[config.mk]
export PLATFORM = sky130hd
export DESIGN_NAME = mac_bank_sched
export DESIGN_NICKNAME = d
export VERILOG_FILES = /design/src/rtl/mac_bank_sched.sv
export SDC_FILE = /design/constraint.sdc
export NUM_CORES = 1
export LEC_CHECK = 0
export ABC_AREA = 0
export CAP_MARGIN = 25
export CORE_MARGIN = 2
export CORE_UTILIZATION = 45
export CTS_BUF_LIST = sky130_fd_sc_hd__clkbuf_16
export DETAILED_ROUTE_END_ITERATION = 16
export MAX_ROUTING_LAYER = met4
export SYNTH_ARGS = -nofsm -noshare
export SYNTH_HDL_FRONTEND = slang
export SYNTH_SLANG_ARGS = --single-unit
[constraint.sdc]
create_clock -name clk -period 6.4 [get_ports clk]
set_input_delay 1.28 -clock clk [delete_from_list [all_inputs] [get_ports clk]]
set_output_delay 1.28 -clock clk [all_outputs]
set_load 0.05 [all_outputs]
[src/rtl/mac_bank_sched.sv]
// rtl/mac_bank_sched.sv - layer sequencer driving the shared MAC bank (conv1, conv2, fc1, fc2, fc3)
module mac_bank_sched #(
    parameter int MAC_LAT = 3,
    parameter int FA_W    = 10,
    parameter int WA_W    = 9
) (
    input  logic            clk,
    input  logic            rst_n,
    input  logic            start,
    input  logic [4:0]      layer_en,
    input  logic            hold,
    output logic            rd_en,
    output logic [FA_W-1:0] feat_addr,
    output logic [WA_W-1:0] wt_addr,
    output logic            sel,
    output logic            conv1_clr,
    output logic            conv2_clr,
    output logic            fc1_clr,
    output logic            fc2_clr,
    output logic            fc3_clr,
    output logic [2:0]      layer,
    output logic            acc_valid,
    output logic [9:0]      acc_idx,
    output logic            busy,
    output logic            done
);
    typedef enum logic [1:0] {S_IDLE, S_ISSUE, S_DRAIN} state_t;

    state_t            state, state_nx;
    logic [4:0]        en_q;
    logic [2:0]        lyr_q;
    logic              sel_q;
    logic [8:0]        tap;
    logic [2:0]        kx, ky;
    logic [4:0]        ox, oy;
    logic [7:0]        dcnt;
    logic [FA_W-1:0]   fa_q;
    logic [WA_W-1:0]   wa_q;
    logic              clr_q;
    logic              done_q;
    logic [MAC_LAT:0]        dl_v;
    logic [MAC_LAT:0][9:0]   dl_idx;

    logic              is_conv;
    logic [15:0]       in_w;
    logic [4:0]        out_w;
    logic [8:0]        t_last;
    logic              issue, last_tap, last_out;
    logic [FA_W-1:0]   fa_cur;
    logic [9:0]        idx_cur;
    logic              nxt_found;
    logic [2:0]        nxt_lyr, first_lyr, tgt_lyr;
    logic              go_layer, done_nx;

    always_comb begin
        is_conv = (lyr_q < 3'd2);
        in_w    = (lyr_q == 3'd0) ? 16'd32 : 16'd14;
        out_w   = (lyr_q == 3'd0) ? 5'd28 : 5'd10;
        case (lyr_q)
            3'd0, 3'd1: t_last = 9'd24;
            3'd2:       t_last = 9'd399;
            3'd3:       t_last = 9'd119;
            default:    t_last = 9'd83;
        endcase
        // the only stall point is tap 0 of an output
        issue    = (state == S_ISSUE) && !((tap == 9'd0) && hold);
        last_tap = (tap == t_last);
        last_out = !is_conv || ((ox == out_w - 5'd1) && (oy == out_w - 5'd1));
        fa_cur   = is_conv ? FA_W'((16'(oy) + 16'(ky)) * in_w + 16'(ox) + 16'(kx))
                           : FA_W'(tap);
        idx_cur  = is_conv ? (10'(oy) * 10'(out_w) + 10'(ox)) : 10'd0;
    end

    always_comb begin
        nxt_found = 1'b0;
        nxt_lyr   = 3'd0;
        first_lyr = 3'd0;
        for (int i = 4; i >= 0; i--) begin
            if (en_q[i] && (i > int'(lyr_q))) begin
                nxt_found = 1'b1;
                nxt_lyr   = 3'(i);
            end
            if (layer_en[i]) first_lyr = 3'(i);
        end
    end

    always_comb begin
        state_nx = state;
        go_layer = 1'b0;
        tgt_lyr  = lyr_q;
        done_nx  = 1'b0;
        case (state)
            S_IDLE: begin
                if (start) begin
                    if (layer_en == 5'd0) begin
                        done_nx = 1'b1;
                    end else begin
                        state_nx = S_ISSUE;
                        go_layer = 1'b1;
                        tgt_lyr  = first_lyr;
                    end
                end
            end
            S_ISSUE: begin
                if (issue && last_tap && last_out) state_nx = S_DRAIN;
            end
            S_DRAIN: begin
                if (dcnt == 8'(MAC_LAT)) begin
                    if (nxt_found) begin
                        state_nx = S_ISSUE;
                        go_layer = 1'b1;
                        tgt_lyr  = nxt_lyr;
                    end else begin
                        state_nx = S_IDLE;
                        done_nx  = 1'b1;
                    end
                end
            end
            default: state_nx = S_IDLE;
        endcase
    end

    always_ff @(posedge clk or negedge rst_n) begin
        if (!rst_n) begin
            state  <= S_IDLE;
            en_q   <= 5'd0;
            lyr_q  <= 3'd0;
            sel_q  <= 1'b0;
            tap    <= 9'd0;
            kx     <= 3'd0;
            ky     <= 3'd0;
            ox     <= 5'd0;
            oy     <= 5'd0;
            dcnt   <= 8'd0;
            fa_q   <= '0;
            wa_q   <= '0;
            clr_q  <= 1'b0;
            done_q <= 1'b0;
            dl_v   <= '0;
            dl_idx <= '0;
        end else begin
            state  <= state_nx;
            done_q <= done_nx;
            clr_q  <= issue && (tap == 9'd0);
            dcnt   <= (state == S_DRAIN) ? dcnt + 8'd1 : 8'd0;
            if ((state == S_IDLE) && start) en_q <= layer_en;
            if (go_layer) begin
                lyr_q <= tgt_lyr;
                sel_q <= (tgt_lyr < 3'd2);
            end
            if (issue) begin
                fa_q <= fa_cur;
                wa_q <= WA_W'(tap);
                if (last_tap) begin
                    tap <= 9'd0;
                    kx  <= 3'd0;
                    ky  <= 3'd0;
                    if (last_out) begin
                        ox <= 5'd0;
                        oy <= 5'd0;
                    end else if (ox == out_w - 5'd1) begin
                        ox <= 5'd0;
                        oy <= oy + 5'd1;
                    end else begin
                        ox <= ox + 5'd1;
                    end
                end else begin
                    tap <= tap + 9'd1;
                    if (kx == 3'd4) begin
                        kx <= 3'd0;
                        ky <= ky + 3'd1;
                    end else begin
                        kx <= kx + 3'd1;
                    end
                end
            end
            // result marker pipe runs free so sums surface during hold and drain
            dl_v[0]   <= issue && last_tap;
            dl_idx[0] <= idx_cur;
            for (int i = 1; i <= MAC_LAT; i++) begin
                dl_v[i]   <= dl_v[i-1];
                dl_idx[i] <= dl_idx[i-1];
            end
        end
    end

    assign rd_en     = issue;
    assign feat_addr = issue ? fa_cur : fa_q;
    assign wt_addr   = issue ? WA_W'(tap) : wa_q;
    assign sel       = sel_q;
    assign layer     = lyr_q;
    assign conv1_clr = clr_q && (lyr_q == 3'd0);
    assign conv2_clr = clr_q && (lyr_q == 3'd1);
    assign fc1_clr   = clr_q && (lyr_q == 3'd2);
    assign fc2_clr   = clr_q && (lyr_q == 3'd3);
    assign fc3_clr   = clr_q && (lyr_q == 3'd4);
    assign acc_valid = dl_v[MAC_LAT];
    assign acc_idx   = dl_idx[MAC_LAT];
    assign busy      = (state != S_IDLE);
    assign done      = done_q;
endmodule

# Word level (Yosys, flattened, before mapping)
# Cells that the tools add are included.
[totals]
ff_bits = 109
latchBits = 0
ram_bits = 0
romBits = 0
input_bits = 9
output_inout_bits = 42
wordCells = 135
n_memories = 0
[op_classes]
n_addsub = 11
multipliers = 2
div_mod_pow = 0
n_lt_le_gt_ge = 6
n_eq_ne = 15
shifts = 0
mux = 51
bitwise_logic = 0
n_reduce_logical = 31
[ops]
columns = ["cell", "n"]
rows = [
  ["$mux 3", 17],
  ["$mux 10", 3],
  ["$pmux 9 s3", 1],
  ["$mux 5", 5],
  ["$add 10x5->10", 2],
  ["$mux 9", 2],
  ["$logic_and 1x1->1", 16],
  ["$mux 1", 13],
  ["$add 10x3->10", 1],
  ["$add 5x1->5 const B", 2],
  ["$eq 5x5->1", 2],
  ["$mul 5x5->10", 1],
  ["$mul 6x6->10", 1],
  ["$add 9x1->9 const B", 1],
  ["$eq 9x9->1", 1],
  ["$logic_not 9->1", 1],
  ["$add 8x1->8 const B", 1],
  ["$eq 8x2->1 const B", 1],
  ["$mux 2", 4],
  ["$mux 8", 1],
  ["$add 3x1->3 const B", 2],
  ["$add 5x3->6", 1],
  ["$eq 3x2->1 const B", 2],
  ["$eq 3x3->1 const B", 2],
  ["24 further kinds", 33],
]

# Longest topological paths before layout
# Gate-level depths: netlist (run 1).
[depth]
word_depth = 10
mapped_depth = 20
mapped_depth_nobuf = 18

# Least setup slack after synthesis (run 1)
# OpenSTA, ideal clock, no wires.
[synth_path]
kind = "register to output"
start = "register lyr_q[1] (netlist: layer[1])"
end = "output feat_addr[9]"
arrival_ps = 5547
required_ps = 5120
slack_ps = -427
path_stages_with_launch = 20
path_buffers = 3
path_cell_list = "dfrtp_1 buf_4 clkbuf_1 nor2_1 nand2_1 clkbuf_1 and2_1 and3b_1 ha_1 inv_1 fa_1 inv_1 fa_1 ha_1 ha_1 nand3_1 o2111ai_1 a21oi_1 xnor2_1 o31ai_1"
[synth_via]
elab_chain_cells = 7
elab_cells_between_ends = 8
cone_classes = "2 x add/sub; 1 x mul; 1 x order compare; 3 x mux; 1 x reduce/logical"
[synth_rtl]
columns = ["item", "line_no", "rtl"]
rows = [
  ["from (decl)", "31", "logic [2:0] lyr_q;"],
  ["from (signal assigned)", "148", "lyr_q <= tgt_lyr;"],
  ["$logic_not 3->1", "57", "in_w = (lyr_q == 3'd0) ? 16'd32 : 16'd14;"],
  ["$mux 6", "57", ""],
  ["$mul 6x6->10", "69", "fa_cur = is_conv ? FA_W'((16'(oy) + 16'(ky)) * in_w + 16'(ox) + 16'(kx))"],
  ["$add 10x5->10", "69", ""],
  ["$add 10x3->10", "69", ""],
  ["$mux 10 (*)", "69", ""],
  ["$mux 10 (*)", "-", ""],
  ["to (decl)", "13", "output logic [FA_W-1:0] feat_addr,"],
]
# Every way passes the cells marked *; elsewhere a longest branch is shown, timed or not.

# Worst setup path in the final report (run 1)
[layout_path]
start = "register ky[1]"
end = "output feat_addr[9]"
[layout_via]
elab_chain_cells = 6
[layout_rtl]
columns = ["item", "line_no", "rtl"]
rows = [
  ["from (decl)", "34", "logic [2:0] kx, ky;"],
  ["from (signal assigned)", "171", "ky <= ky + 3'd1;"],
  ["$add 5x3->6", "69", ""],
  ["$mul 6x6->10", "69", ""],
  ["$add 10x5->10", "69", ""],
  ["$add 10x3->10", "69", ""],
  ["$mux 10", "69", ""],
  ["$mux 10", "-", ""],
]
# Every way passes these cells.

==> reports/results.ini, run 1 <==
[critical_path]
r2r_slack_ps = 1840
critPathArrivalTime_ps = 4910
crit_path_start_kind = flop
worst-endpoint-required_ps = 5120
crit_type = flop to output port
reg2reg_depth = 19
end_kind = output port
r2r_end = fa_q[8]
r2r-start = ky[1]
cp_max_fo = 5

[sta]
finalSetupViolCount = 0
tightestPinTransition_ps = 757
hold_viol = 0
relSlewSlack = 0.495
layout_min_cycle_time_ps = 6190
max_freq_ghz = 0.162
fin_ws_ps = 214
slew_viol_final = 0
fin_skew_ps = 9.64
rsz0062_at_grt = yes
fin_crit_sh = 0.967

[placed_design]
portBuffers = 50
dpl_worst_slack_ps = 225
place_congestion = 0.854
hpwlAfterDp_mm = 9.74

[yosys]
yosys.area.top_type = dfrtp_1
async_flop_share = 1.00
ys_top_cells_by_count = dfrtp_1 (108), nand2_1 (76), inv_1 (65)
synth_nets = 754
synth_area_per_cell_um2 = 9.84
ys_ff_latch = 108
synth_area_leaders = dfrtp_1 (42%), ha_1 (12%), fa_1 (6.8%)
synth.distinct_cells = 64
syn_inst = 659
ys.flop_type = dfrtp_1
syn_area_mm2 = 0.00648
synth_edf_count = 0
synth_top_area_share = 0.417
synth-seq-area-share = 0.417
yosys_warnings = 0
yosysMostFrequentCell = dfrtp_1

[power]
clkPwrFrac = 0.137
switching_share = 0.475
p_switching_mw = 1.92
ir_worst_vdd_mv = 0.599
p_leak_nw = 3.69
p_total_mw = 4.05
internal_power_mw = 2.12
cellPowerDensity_mw_per_mm2 = 531
power_frac_seq = 0.239
pwr-share-comb = 0.624

[global_route]
antenna_found_initial = 0
grt_pass1_wl_mm = 22.4
grt_pass1_vias = 4635
overflow = 0
grt_max_degree = 58
grt.total_usage = 0.192

[cells_and_area]
layout-drive-gt1-share = 0.104
area_growth_pct = 17.4
insertedDiodeCount = 0
n_fill_cell = 1263
fin_nets = 800
final_util = 0.544

[clocking]
cts-hold-fix-buffers = 0
clkTransAtPathRegs_ps = 80
h-tree-depth = 3
cts_tree = yes
clock_latency_ps = 360
numClockSinks = 108
root_buffer = clkbuf_16
numCtsBuffers = 9
ctsLongestPathBuffers = 2

[routing]
viasPerCell = 5.38
drt-initial-drc-count = 386
vias = 4790
drc = 0
detail_route.wl_per_cell_um = 14.9
postRouteAntennaNets = 0
drt_wl_total_mm = 13.3
drt_pre_antenna_iters = 6

[die]
die_w_um = 124
io_pins = 51
start_util = 0.464
core-area_mm2 = 0.0140
die_h_um = 124
dieArea_mm2 = 0.0154
row_count = 43

[worst_hold_path]
hp-class = flop to flop
hp-start = dl_idx[15]
hold_depth = 0
whs_endpoint = dl_idx[25]

[status]
status = completed

[flow_run]
max_cap_violations = 0

==> through the flow <==
stage / cell area, um2 / cells / hold slack, ps / TNS, ps
finish: 7620 / 890 / 348 / 0
global route: 7620 / 890 / 352 / -37.0
detailed placement: 7180 / 868 / 335 / 0
CTS: 7520 / 886 / 349 / 0
floorplan: 6500 / 659 / 331 / 0
global placement: 7180 / 868 / 332 / 0
==> cells by family (layout without fill, tap and decap cells) <==
kind of cell,Yosys count,after routing,synth area share
simple gates,217,217,0.167
fa+ha+maj,86,86,0.191
xor+xnor,24,24,0.0324
other cells,2,2,0.00116
buf+inv,102,153,0.0720
mux,5,5,0.00791
compound gates,115,115,0.112
flops,108,108,0.417
==> area by class of cell <==
class	count	area, um2	share of cell area
Inverter	67	251	0.0330
Tap cell	180	225	0.0296
Multi-Input combinational cell	449	3410	0.448
Clock buffer	9	225	0.0296
Sequential cell	108	2710	0.355
Clock inverter	7	73.8	0.00969
Timing Repair Buffer	70	721	0.0946
==> timing repair <==
action / 4_1_cts / 5_1_grt
pin swaps: 1 / 6
buffers inserted: 2 / 4
setup endpoints to repair: 4 / 4
gates resized for setup: 6 / 12
==> sequential cells by signal (all words and copies together) (netlist names), 4 cells and up <==
register  flops
dl_v          4
en_q          4
dl_idx       30
wa_q          9
oy            5
acc_idx      10
ox            5
dcnt          8
tap           9
fa_q         10
==> power by group through the flow <==
| stage | Sequential, mW | Clock [mW] | Combinational [mW] |
|---|---|---|---|
| 6_report | 0.965 | 0.555 | 2.52 |
| 5_1_grt | 0.989 | 0.601 | 2.82 |
| 4_1_cts | 0.966 | 0.571 | 2.38 |
| 3_5_place_dp | 0.981 | 0 | 2.33 |
| 3_3_place_gp | 0.974 | 0 | 2.30 |
| 2_1_floorplan | 0.956 | 0 | 1.68 |
==> worst max-delay path: stages, from the launching register on <==
cell	delay, ps
dfrtp_2	440
buf_4	150
fa_2	410
a21o_1	200
a32oi_2	200
buf_4	160
nor2_1	40
ha_1	280
inv_1	50
fa_1	470
inv_1	50
fa_1	540
ha_4	210
ha_4	280
nand3_1	110
o2111ai_2	190
a21oi_2	80
xnor2_1	140
o31ai_2	290
clkbuf_16	230
==> layout by cell type (no fill, tap or decap), types with 3 or more instances in the layout <==
master,count
ha_4,3
a31oi_1,5
clkdlybuf4s50_1,41
fa_1,21
o21bai_1,3
a21oi_1,27
inv_1,64
xor2_1,10
nor2_1,47
nand2_1,76
o22ai_1,7
o21ai_0,31
ha_1,60
nor3_1,8
and2_1,11
nand3_1,19
and3_1,9
clkbuf_16,10
mux2i_1,4
nor3b_1,6
o31ai_1,3
buf_12,6
buf_4,22
dfrtp_1,106
nor2b_1,5
nand3b_1,5
o41ai_1,3
xnor2_1,13
nand4_1,5
nor4_1,4
a211o_1,3
a21o_1,8
nand2b_1,3
==> layer usage <==
layer	share of wire	track usage	up-vias
li1	-	-	2309
met1	0.48	0.265	2353
met2	0.46	0.288	110
met3	0.043	0.0307	18
met4	0.015	0.0667	0
met5	0	-	-
==> worst max-delay path by stage <==
stage                  start  cells past startpoint      endpoint  slack, ps
floorplan           layer[1]                     19  feat_addr[9]         20
global placement       oy[1]                     19  feat_addr[8]        350
detailed placement     ky[0]                     18  feat_addr[8]        230
CTS                    oy[1]                     19  feat_addr[8]          6
global route           ky[1]                     19  feat_addr[8]        -40
finish                 ky[1]                     19  feat_addr[9]        210
(Power assumes the default switching activity.)
==> run 2: changes to the inputs <==
--- a/config.mk
+++ b/config.mk
@@ -12,6 +12,7 @@
 export CTS_BUF_LIST = sky130_fd_sc_hd__clkbuf_16
 export DETAILED_ROUTE_END_ITERATION = 16
 export MAX_ROUTING_LAYER = met4
+export PLACE_DENSITY_LB_ADDON = 0.08
 export SYNTH_ARGS = -nofsm -noshare
 export SYNTH_HDL_FRONTEND = slang
 export SYNTH_SLANG_ARGS = --single-unit
==> run 2 against run 1 <==
Effect of this change: first-iteration DRC count is 14% lower; setup slack worse by 12 ps; core utilization rose by 0.36 points; routed wire length increased by 3.4%; cell area increased by 0.66%; critical endpoint is now feat_addr[8]; clock skew about the same; largest cell class unchanged.
==> reports/results.ini, run 2 (same netlist as run 1, synthesis figures left out) <==
[power]
p_leak_nw = 3.70
power_frac_seq = 0.236
cellPowerDensity_mw_per_mm2 = 537
clkPwrFrac = 0.147
p_total_mw = 4.12
internal_power_mw = 2.17
pwr-share-comb = 0.617
ir_worst_vdd_mv = 0.608
p_switching_mw = 1.95
switching_share = 0.473

[global_route]
overflow = 0
antenna_found_initial = 0
grt.total_usage = 0.201
grt_max_degree = 68
grt_pass1_wl_mm = 23.2
grt_pass1_vias = 4674

[die]
start_util = 0.464
dieArea_mm2 = 0.0154
die_h_um = 124
die_w_um = 124
io_pins = 51
core-area_mm2 = 0.0140
row_count = 43

[critical_path]
crit_type = flop to output port
cp_max_fo = 4
critPathArrivalTime_ps = 4920
reg2reg_depth = 17
r2r_slack_ps = 1910
r2r-start = ky[0]
end_kind = output port
worst-endpoint-required_ps = 5120
crit_path_start_kind = flop
r2r_end = fa_q[8]

[worst_hold_path]
hp-start = dl_idx[12]
hold_depth = 0
hp-class = flop to flop
whs_endpoint = dl_idx[22]

[sta]
slew_viol_final = 0
relSlewSlack = 0.439
finalSetupViolCount = 0
fin_crit_sh = 0.968
fin_skew_ps = 9.48
max_freq_ghz = 0.161
tns_ps = 0
layout_min_cycle_time_ps = 6200
hold_viol = 0
tightestPinTransition_ps = 841

[routing]
drt_wl_total_mm = 13.7
postRouteAntennaNets = 0
drt_pre_antenna_iters = 7
detail_route.wl_per_cell_um = 15.4
viasPerCell = 5.33
vias = 4747
drc = 0
drt-initial-drc-count = 331

[cells_and_area]
largest_reg_flops = 30
n_fill_cell = 1234
insertedDiodeCount = 0
fin_nets = 800
final_common_cell = dfrtp_1
layout-drive-gt1-share = 0.110
final_cell_mix = dfrtp_1 (105), nand2_1 (76), inv_1 (64), ha_1 (58), nor2_1 (46)
largest-register = dl_idx
area_growth_pct = 18.2

[clocking]
clkTransAtPathRegs_ps = 80
ctsLongestPathBuffers = 2
h-tree-depth = 3
root_buffer = clkbuf_16
clock_latency_ps = 360
numClockSinks = 108
numCtsBuffers = 9
cts_tree = yes

[placed_design]
place_congestion = 0.870
portBuffers = 50
hpwlAfterDp_mm = 9.98

[status]
status = completed

[flow_run]
max_cap_violations = 0

[run 2: routing by layer]
metal	up-vias	track usage	wire, um
li1	2307	-	-
met1	2308	0.282	6660
met2	117	0.298	6310
met3	15	0.0375	558
met4	0	0.0618	201
met5	-	-	0
[run 2: metrics by stage]
stage	instance area [um2]	setup slack [ps]	utilization	hold slack (ps)	cells
after global placement	7160	319	0.512	332	866
after floorplan	6500	16.3	-	331	659
after CTS	7550	1.85	0.540	351	887
after detailed placement	7160	254	0.512	335	866
final	7670	202	0.548	348	890
after global routing	7670	-23.1	0.548	358	890
[run 2: timing repair]
action	4_1_cts	5_1_grt
buffers inserted	5	3
gates resized for setup	7	15
endpoints found under the setup margin	4	5
hold buffers	0	0
pin swaps	3	12
[run 2: cell type report]
class	instances	area (um2)	area share
clock inverters	7	100	0.0131
repair buffers	70	716	0.0934
multi-input cells	449	3440	0.449
well taps	180	225	0.0294
inverters	67	251	0.0328
flip-flops and latches	108	2710	0.353
clock buffers	9	225	0.0294
[run 2: worst max-delay path by stage]
stage	cells past startpoint	start	end	slack [ps]
final	18	ky[0]	feat_addr[8]	200
after global routing	18	ky[0]	feat_addr[8]	-20
after CTS	19	ky[0]	feat_addr[9]	2
after detailed placement	18	ky[0]	feat_addr[8]	250
after global placement	19	oy[1]	feat_addr[8]	320
after floorplan	19	layer[1]	feat_addr[9]	20
[run 2: power groups by stage]
stage | sequential [mW] | clock, mW | combinational (mW)
floorplan | 0.956 | 0 | 1.68
global placement | 0.975 | 0 | 2.31
detailed placement | 0.981 | 0 | 2.34
CTS | 0.968 | 0.625 | 2.38
global route | 0.993 | 0.659 | 2.84
finish | 0.972 | 0.605 | 2.54
[run 2: worst max-delay path, cell delays in order, from the launching register on]
cell and delay [ps]:
dfrtp_2 450, ha_4 180, fa_2 420, xnor2_2 150
nor2_1 170, ha_1 270, ha_1 300, inv_1 70
fa_1 440, fa_1 550, inv_1 50, ha_1 310
inv_2 80, nor2_1 40, o21a_1 190, o21ai_2 170
mux2_4 330, a31oi_4 220, buf_12 160
